===== config.mk =====
export PLATFORM = sky130hd
export DESIGN_NAME = if_id_stage
export DESIGN_NICKNAME = d
export VERILOG_FILES = /design/src/rtl/dlx_pkg.sv /design/src/rtl/ifid_skid_buffer.sv /design/src/rtl/if_id_stage.sv
export SDC_FILE = /design/constraint.sdc
export NUM_CORES = 1
export LEC_CHECK = 0
export ABC_CLOCK_PERIOD_IN_PS = 3600
export CELL_PAD_IN_SITES_DETAIL_PLACEMENT = 1
export CELL_PAD_IN_SITES_GLOBAL_PLACEMENT = 1
export CORE_UTILIZATION = 42
export CTS_BUF_LIST = sky130_fd_sc_hd__clkbuf_16
export DETAILED_ROUTE_END_ITERATION = 16
export HOLD_SLACK_MARGIN = 0.15
export PLACE_DENSITY_LB_ADDON = 0.08
export SLEW_MARGIN = 40
export SYNTH_ARGS = -nofsm -noshare
export SYNTH_HDL_FRONTEND = slang
export SYNTH_SLANG_ARGS = --single-unit

===== constraint.sdc =====
create_clock -name clk -period 3.6 [get_ports clk]
set_clock_uncertainty 0.2 [all_clocks]
set_input_delay 1.08 -clock clk [delete_from_list [all_inputs] [get_ports clk]]
set_output_delay 1.08 -clock clk [all_outputs]
set_load 0.01 [all_outputs]

===== src/rtl/dlx_pkg.sv =====
// dlx_pkg: shared instruction-field constants and fetch FSM encoding for the DLX front end.
package dlx_pkg;
    localparam int INSTR_W = 32;
    localparam logic [INSTR_W-1:0] NOP_INSTR = '0;
    localparam int OPCODE_MSB = 31;
    localparam int OPCODE_LSB = 26;
    localparam int FUNCT_MSB = 5;
    localparam int FUNCT_LSB = 0;
    typedef enum logic [1:0] {START, FETCH, HOLD} fetch_state_t;
endpackage


===== src/rtl/ifid_skid_buffer.sv =====
// ifid_skid_buffer: single-entry {instr, pc} holding register; clear beats load beats drain.
module ifid_skid_buffer
    import dlx_pkg::*;
#(
    parameter int PC_W = 32
) (
    input  logic               clk,
    input  logic               rst_n,
    input  logic               load,
    input  logic               drain,
    input  logic               clear,
    input  logic [INSTR_W-1:0] d_instr,
    input  logic [PC_W-1:0]    d_pc,
    output logic               full,
    output logic [INSTR_W-1:0] q_instr,
    output logic [PC_W-1:0]    q_pc
);
    always_ff @(posedge clk or negedge rst_n) begin
        if (!rst_n) begin
            full    <= 1'b0;
            q_instr <= NOP_INSTR;
            q_pc    <= '0;
        end else if (clear) begin
            full    <= 1'b0;
        end else if (load) begin
            full    <= 1'b1;
            q_instr <= d_instr;
            q_pc    <= d_pc;
        end else if (drain) begin
            full    <= 1'b0;
        end
    end
endmodule


===== src/rtl/if_id_stage.sv =====
// if_id_stage: DLX fetch stage and IF/ID register with a one-entry stall skid buffer.
// Optional IFID_PERF_EN adds saturating stall/flush performance counters.
module if_id_stage
    import dlx_pkg::*;
#(
    parameter int              PC_W     = 32,
    parameter logic [PC_W-1:0] RESET_PC = '0
) (
    input  logic               clk,
    input  logic               rst_n,
    output logic               imem_req,
    output logic [PC_W-1:0]    imem_addr,
    input  logic               imem_ready,
    input  logic [INSTR_W-1:0] imem_rdata,
    input  logic               stall,
    input  logic               IFflush,
    input  logic               redirect_valid,
    input  logic [PC_W-1:0]    redirect_pc,
    output logic               id_valid,
    output logic [INSTR_W-1:0] id_instr,
    output logic [PC_W-1:0]    id_pc,
    output logic [PC_W-1:0]    id_pc_plus4,
    output logic [5:0]         Opcode,
    output logic [5:0]         funct
`ifdef IFID_PERF_EN
   ,output logic [31:0]        perf_stall_cnt,
    output logic [31:0]        perf_flush_cnt
`endif
);
    fetch_state_t state, state_nxt;
    logic [PC_W-1:0] pc, pc_nxt;
    logic load_fetch, skid_load, skid_drain, skid_full, kill;
    logic [INSTR_W-1:0] skid_instr;
    logic [PC_W-1:0] skid_pc;

    assign kill      = redirect_valid || IFflush;
    assign imem_req  = state == FETCH;
    assign imem_addr = pc;
    assign Opcode    = id_instr[OPCODE_MSB:OPCODE_LSB];
    assign funct     = id_instr[FUNCT_MSB:FUNCT_LSB];

    always_comb begin
        state_nxt  = state;
        pc_nxt     = pc;
        load_fetch = 1'b0;
        skid_load  = 1'b0;
        skid_drain = 1'b0;
        case (state)
            START: state_nxt = FETCH;
            FETCH: if (imem_ready) begin
                pc_nxt     = pc + PC_W'(4);
                load_fetch = !stall;
                skid_load  = stall;
                state_nxt  = stall ? HOLD : FETCH;
            end
            HOLD: if (!stall) begin
                skid_drain = 1'b1;
                state_nxt  = FETCH;
            end
            default: state_nxt = START;
        endcase
        // A flush or redirect discards any same-cycle response, so nothing is consumed
        if (kill) begin
            pc_nxt     = redirect_valid ? {redirect_pc[PC_W-1:2], 2'b00} : pc;
            load_fetch = 1'b0;
            skid_load  = 1'b0;
            skid_drain = 1'b0;
            state_nxt  = FETCH;
        end
    end

    always_ff @(posedge clk or negedge rst_n) begin
        if (!rst_n) begin
            state <= START;
            pc    <= RESET_PC;
        end else begin
            state <= state_nxt;
            pc    <= pc_nxt;
        end
    end

    ifid_skid_buffer #(.PC_W(PC_W)) u_skid (
        .clk     (clk),
        .rst_n   (rst_n),
        .load    (skid_load),
        .drain   (skid_drain),
        .clear   (kill),
        .d_instr (imem_rdata),
        .d_pc    (pc),
        .full    (skid_full),
        .q_instr (skid_instr),
        .q_pc    (skid_pc)
    );

    always_ff @(posedge clk or negedge rst_n) begin
        if (!rst_n) begin
            id_valid    <= 1'b0;
            id_instr    <= NOP_INSTR;
            id_pc       <= '0;
            id_pc_plus4 <= '0;
        end else if (kill) begin
            id_valid    <= 1'b0;
            id_instr    <= NOP_INSTR;
        end else if (load_fetch) begin
            id_valid    <= 1'b1;
            id_instr    <= imem_rdata;
            id_pc       <= pc;
            id_pc_plus4 <= pc + PC_W'(4);
        end else if (skid_drain) begin
            id_valid    <= skid_full;
            id_instr    <= skid_full ? skid_instr : NOP_INSTR;
            id_pc       <= skid_pc;
            id_pc_plus4 <= skid_pc + PC_W'(4);
        end
    end

`ifdef IFID_PERF_EN
    always_ff @(posedge clk or negedge rst_n) begin
        if (!rst_n) begin
            perf_stall_cnt <= '0;
            perf_flush_cnt <= '0;
        end else begin
            if (stall && id_valid && perf_stall_cnt != '1) perf_stall_cnt <= perf_stall_cnt + 32'd1;
            if (kill && perf_flush_cnt != '1) perf_flush_cnt <= perf_flush_cnt + 32'd1;
        end
    end
`endif
endmodule


# --- Yosys cells after proc, flatten, opt, wreduce, memory -nomap -nowiden ---
# Cells that the tools add are included.
classes:
  n_addsub: 2
  multipliers: 0
  div_mod_pow: 0
  magnitude_cmp: 0
  n_eq_ne: 5
  shifts: 0
  mux: 32
  bitwise_logic: 1
  reduce_logical: 12
ops:
  columns: ["operator", "n"]
  rows:
  - ["two-way mux 32 bit", 12]
  - ["adder 32 x 3 -> 32 bit, second input constant", 2]
  - ["two-way mux 1 bit", 15]
  - ["two-way mux 2 bit", 4]
  - ["one-hot mux 2 bit (3 select lines)", 1]
  - ["AND reduction 2 bit", 3]
  - ["nonzero test 2 bit", 3]
  - ["nonzero test 3 bit", 2]
  - ["!= test 3 x 1 -> 1 bit, second input constant", 1]
  - ["!= test 3 bit, second input constant", 1]
  - ["AND reduction 3 bit", 1]
  - ["equality test 2 x 1 -> 1 bit, second input constant", 1]
  - ["equality test 2 bit, second input constant", 1]
  - ["logical NOT 2 bit", 1]
  - ["!= test 2 bit, second input constant", 1]
  - ["logical NOT 1 bit", 1]
  - ["logical OR 1 bit", 1]
  - ["inverter 1 bit", 1]
totals:
  regBits: 196
  latch_bits: 0
  mem_bits_rw: 0
  mem_bits_ro: 0
  input_bits: 70
  memories: 0

# --- Logic depth before layout (Yosys ltp) ---
# Gate-level depths: netlist of run 1.
depth:
  word_depth: 6
  ltp_mapped: 9
  mapped_depth_nobuf: 6

# --- By module ---
# A second synthesis of run 1 with hierarchy kept.
hier_totals:
  cells_unflattened: 953
  hier_area_um2: 10032.1
by_module_without_submodules:
  columns: ["module", "instances", "cells_each", "area_per_inst_um2", "seq_area_each_um2"]
  rows:
  - ["if_id_stage", 1, 813, 7290.7, 3178.0]
  - ["ifid_skid_buffer", 1, 140, 2741.4, 1626.6]

# --- Worst setup path before layout of run 1 ---
# Ideal clock, no wire load.
synth_path:
  path_kind: "input-to-reg"
  start: "input redirect_valid"
  end: "register id_pc_plus4[23]"
  setup_ns: 0.127
  t_arrival_ns: 2.612
  t_required_ns: 3.273
  path_slack_ns: 0.661
  cell_stages: 7
  path_cell_list: "clkbuf_1 -> or2_1 -> clkbuf_1 -> nor3_1 -> buf_2 -> nor2_1 -> a221o_2"
synth_between:
  elab_chain_cells: 4
  word_cells_on_any_way: 7
synth_lines:
  columns: ["element", "line", "source"]
  rows:
  - ["from (decl)", "if_id_stage.sv:17", "input logic redirect_valid,"]
  - ["logical OR 1 bit *", "if_id_stage.sv:36", "assign kill = redirect_valid || IFflush;"]
  - ["two-way mux 1 bit", "if_id_stage.sv:63", "if (kill) begin"]
  - ["nonzero test 2 bit (no line)", null, null]
  - ["AND reduction 2 bit (no line)", null, null]
  - ["to (signal assigned)", "if_id_stage.sv:108", "id_pc_plus4 <= pc + PC_W'(4);"]
  - ["to (signal assigned)", "if_id_stage.sv:113", "id_pc_plus4 <= skid_pc + PC_W'(4);"]
  - ["to (decl)", "if_id_stage.sv:22", "output logic [PC_W-1:0] id_pc_plus4,"]
# Every way passes the cells marked *; elsewhere a longest branch is shown, timed or not.
# A chain may end at the register's enable or synchronous reset.

# --- Worst setup path after layout of run 1 ---
layout_path:
  start: "register pc[3] (netlist: imem_addr[3])"
  end: "register id_pc_plus4[24]"
layout_between:
  elab_chain_cells: 2
layout_lines:
  columns: ["element", "line", "source"]
  rows:
  - ["from (decl)", "if_id_stage.sv:31", "logic [PC_W-1:0] pc, pc_nxt;"]
  - ["from (signal assigned)", "if_id_stage.sv:78", "pc <= pc_nxt;"]
  - ["adder 32 x 3 -> 32 bit", "if_id_stage.sv:108", null]
  - ["two-way mux 32 bit", "if_id_stage.sv:104", "end else if (load_fetch) begin"]
# No other way between the ends.

==> results of run 1 <==
==> worst reg2reg max path: cells and delay by family (launching register included) <==
kind	cells	cell delay [ps]
and+or+nand+nor	3	1380
DFF	1	570
adders and majority gates	1	380
xor gates and xnor gates	1	250
AOI/OAI and AO/OA	1	240
==> power groups by stage <==
| stage | logic, mW | registers [mW] | clock network (mW) |
|---|---|---|---|
| after floorplan | 0.681 | 2.95 | 0 |
| after global placement | 1.45 | 2.97 | 0 |
| after detailed placement | 1.48 | 2.99 | 0 |
| after CTS | 1.50 | 2.96 | 1.93 |
| after global routing | 1.62 | 3.02 | 2.01 |
| final | 1.48 | 2.96 | 1.89 |
==> state kept, by name, summed over array words and instances, names as in the netlist <==
register,cells
id_instr,32
u_skid.q_instr,32
id_pc,30
id_pc_plus4,30
imem_addr,30
u_skid.q_pc,30
state,2
id_valid,1
u_skid.full,1
==> cells in the mapped netlist, drive strengths merged, types with 3 or more instances <==
| cell | count |
|---|---|
| dfrtp | 188 |
| nor2 | 90 |
| nand2 | 65 |
| mux2 | 61 |
| buf | 45 |
| clkbuf | 42 |
| o22ai | 37 |
| inv | 36 |
| o21ai | 33 |
| a222oi | 32 |
| xor2 | 32 |
| xnor2 | 28 |
| a21oi | 27 |
| nand3 | 27 |
| nand4 | 22 |
| and3 | 13 |
| nor3 | 12 |
| nor4 | 11 |
| a31oi | 8 |
| a221oi | 7 |
| a2bb2oi | 6 |
| a22oi | 5 |
| or4 | 5 |
| a211oi | 4 |
| mux2i | 4 |
| nand2b | 4 |
| nor3b | 4 |
| a21o | 3 |
| and2 | 3 |
| o221a | 3 |
| o2bb2ai | 3 |
| or2 | 3 |
==> per-stage QoR <==
step	hold WS (ps)	cell area, um2
final	287	12100
after global routing	309	12100
after CTS	291	12100
after detailed placement	274	11500
after global placement	261	11500
after floorplan	254	9210
==> final cells by class <==
class,instances,area share (%)
sequential,188,38.8
multi-input combinational,582,32.6
timing repair buffer,236,19.9
clock buffer,17,3.51
tap,275,2.84
clock inverter,15,1.24
inverter,36,1.11
antenna,1,0.0206
==> final timing paths <==
kind | endpoint | slack, ps | depth (start not counted)
worst max-delay path | id_pc_plus4[24]$_DFFE_PN0P_ | 490 | 6
worst min-delay path | id_instr[23]$_DFFE_PN0P_ | 290 | 2
worst max register to register | id_pc_plus4[24]$_DFFE_PN0P_ | 490 | 6
worst min register to register | id_instr[23]$_DFFE_PN0P_ | 290 | 2
max in group asynchronous | imem_addr[28]$_DFFE_PN0P_ | 1950 | 2
min in group asynchronous | id_pc[12]$_DFFE_PN0P_ | 460 | 1
==> metal layers <==
layer | GRT usage (%) | vias to the layer above | wire (um)
met3 | 6.49 | 37 | 1730
met4 | 6.97 | 0 | 433
met1 | 35.0 | 3900 | 12700
met5 | 0 | - | 0
li1 | - | 3515 | -
met2 | 40.6 | 221 | 13300
==> logic make-up (layout without fill, tap and decap cells) <==
group                      Yosys count  count (layout)  share of synthesized area [%]
DFF                                188             188                           51.2
other                                1               7                         0.0408
adders and majority gates            2               2                          0.272
and+or+nand+nor                    267             267                           14.5
muxes                               65              65                           7.91
AOI/OAI and AO/OA                  182             182                           14.1
buffers and inverters              123             304                           6.22
xor gates and xnor gates            60              60                           5.72
==> impl_metrics.env, run 1 <==
export IMPL_drc=0
export IMPL_worst_ep_required_time_ps=3740
export IMPL_numPortBuffers=203
export IMPL_cts_hold_buf=0
export IMPL_synth_top_area_share_pct=51.2
export IMPL_clk_pin_slew_ps=70
export IMPL_yosysSeqAreaShare_pct=51.2
export IMPL_cp_slowest_cell="nor4_1"
export IMPL_worstPathArrival_ps=3250
export IMPL_antenna_found_initial=1
export IMPL_power_frac_comb_pct=23.4
export IMPL_fin_nets=1133
export IMPL_intPower_mw=4.36
export IMPL_synth_main_ff_cell="dfrtp_1"
export IMPL_initialDrtViolationCount=404
export IMPL_endpoint_kind="register"
export IMPL_cp_buffers_inverters=0
export IMPL_slowest_delay_ps=810
export IMPL_post_drt_wl_per_cell_um=20.8
export IMPL_path_class="register to register"
export IMPL_drt_wl_total_mm=28.1
export IMPL_place_ws_ps=253
export IMPL_final_cells=1350
export IMPL_p_per_area_nw_per_um2=522
export IMPL_dieWidth_um=150
export IMPL_clockPowerShare_pct=29.9
export IMPL_timing_rr_start="imem_addr[3]$_DFFE_PN0P_"
export IMPL_cts_setup_buffers=0
export IMPL_grt_setup_unrepaired="no"
export IMPL_hold_viol=0
export IMPL_core_area_um2=21200
export IMPL_dieHeight_um=150
export IMPL_tightest_slew_ps=878
export IMPL_seq_power_share_pct=46.8
export IMPL_dp_cells=1317
export IMPL_synth_area_leader_cell="dfrtp_1"
export IMPL_multiInputGateArea_um2=3950
export IMPL_synthArstFlopShare_pct=100
export IMPL_dieArea_um2=22500
export IMPL_dp_hpwl_mm=19.7
export IMPL_critical_path_top_delay_family="simple AND/OR/NAND/NOR gates"
export IMPL_cts_resized=0
export IMPL_status="finished clean"
export IMPL_insertion_delay_ps=430
export IMPL_power_mw=6.33
export IMPL_grt_overflow=0
export IMPL_synth_cell_types=63
export IMPL_fill_cells=2343
export IMPL_area_delta_synth_final_pct=31.9
export IMPL_p_leak_nw=5.15
export IMPL_firstDrtPassIters=7
export IMPL_ys_ff_latch=188
export IMPL_tns_ps=0
export IMPL_slew_violations=0
export IMPL_fp_row_count=53
export IMPL_track_usage_pct=25.7
export IMPL_drive_gt1_share_pct=14.0
export IMPL_vias_per_cell=5.68
export IMPL_cp_start_kind="register"
export IMPL_mostFrequentLayoutCell="clkdlybuf4s50_1"
export IMPL_setup_viol=0
export IMPL_postLayoutCoreUtil_pct=57.1
export IMPL_cts_tree="built"
export IMPL_seqCellArea_um2=4700
export IMPL_synthCells=888
export IMPL_maxCapViolCount=0
export IMPL_synth_area_leaders="dfrtp_1, mux2_2, nor2_1"
export IMPL_startpoint="imem_addr[3]$_DFFE_PN0P_"
export IMPL_path_cells="ha_1 > nand3_4 > nor4_1 > nand4_1 > xor2_1 > a221oi_1"
export IMPL_period_needed_ps=3110
export IMPL_numCtsBuffers=17
export IMPL_cts_root_buf="clkbuf_16"
export IMPL_syn_area_um2=9190
export IMPL_clock_sinks=188
export IMPL_timing_slew_headroom_pct=40.9
export IMPL_grt_max_degree=74
export IMPL_p_switching_mw=1.97
export IMPL_ios=212
export IMPL_cts_buffer_depth=2
export IMPL_worst_slack_ps=488
export IMPL_start_util_pct=43.3
export IMPL_final_cell_mix="clkdlybuf4s50_1, dfrtp_1, nor2_1, nand2_1, mux2_2"
export IMPL_antenna_left=0
export IMPL_hold_path_class="register to register"
export IMPL_ir_worst_vdd_mv=0.325
export IMPL_hp_start="u_skid.q_instr[23]$_DFFE_PN0P_"
export IMPL_place_congestion=0.797
export IMPL_max_freq_mhz=321
export IMPL_h_tree_depth=4
export IMPL_crit_path_max_fanout=9
export IMPL_period_share_pct=86.4
export IMPL_synth_area_per_cell_um2=10.4
export IMPL_swShare_pct=31.1
export IMPL_grt_pass1_vias=7848
export IMPL_vias=7673
export IMPL_grt_pass1_wl_mm=44.1
export IMPL_yosysWarnings=0
export IMPL_synth_edf_count=0
No activity file was read; power rests on OpenSTA's default activity.
==> run 2: changes to the inputs <==
Settings changed: ABC_CLOCK_PERIOD_IN_PS 3600 to not set.
==> results of run 2 <==
No change in the layout: final DEF, timing and power equal those of run 1.
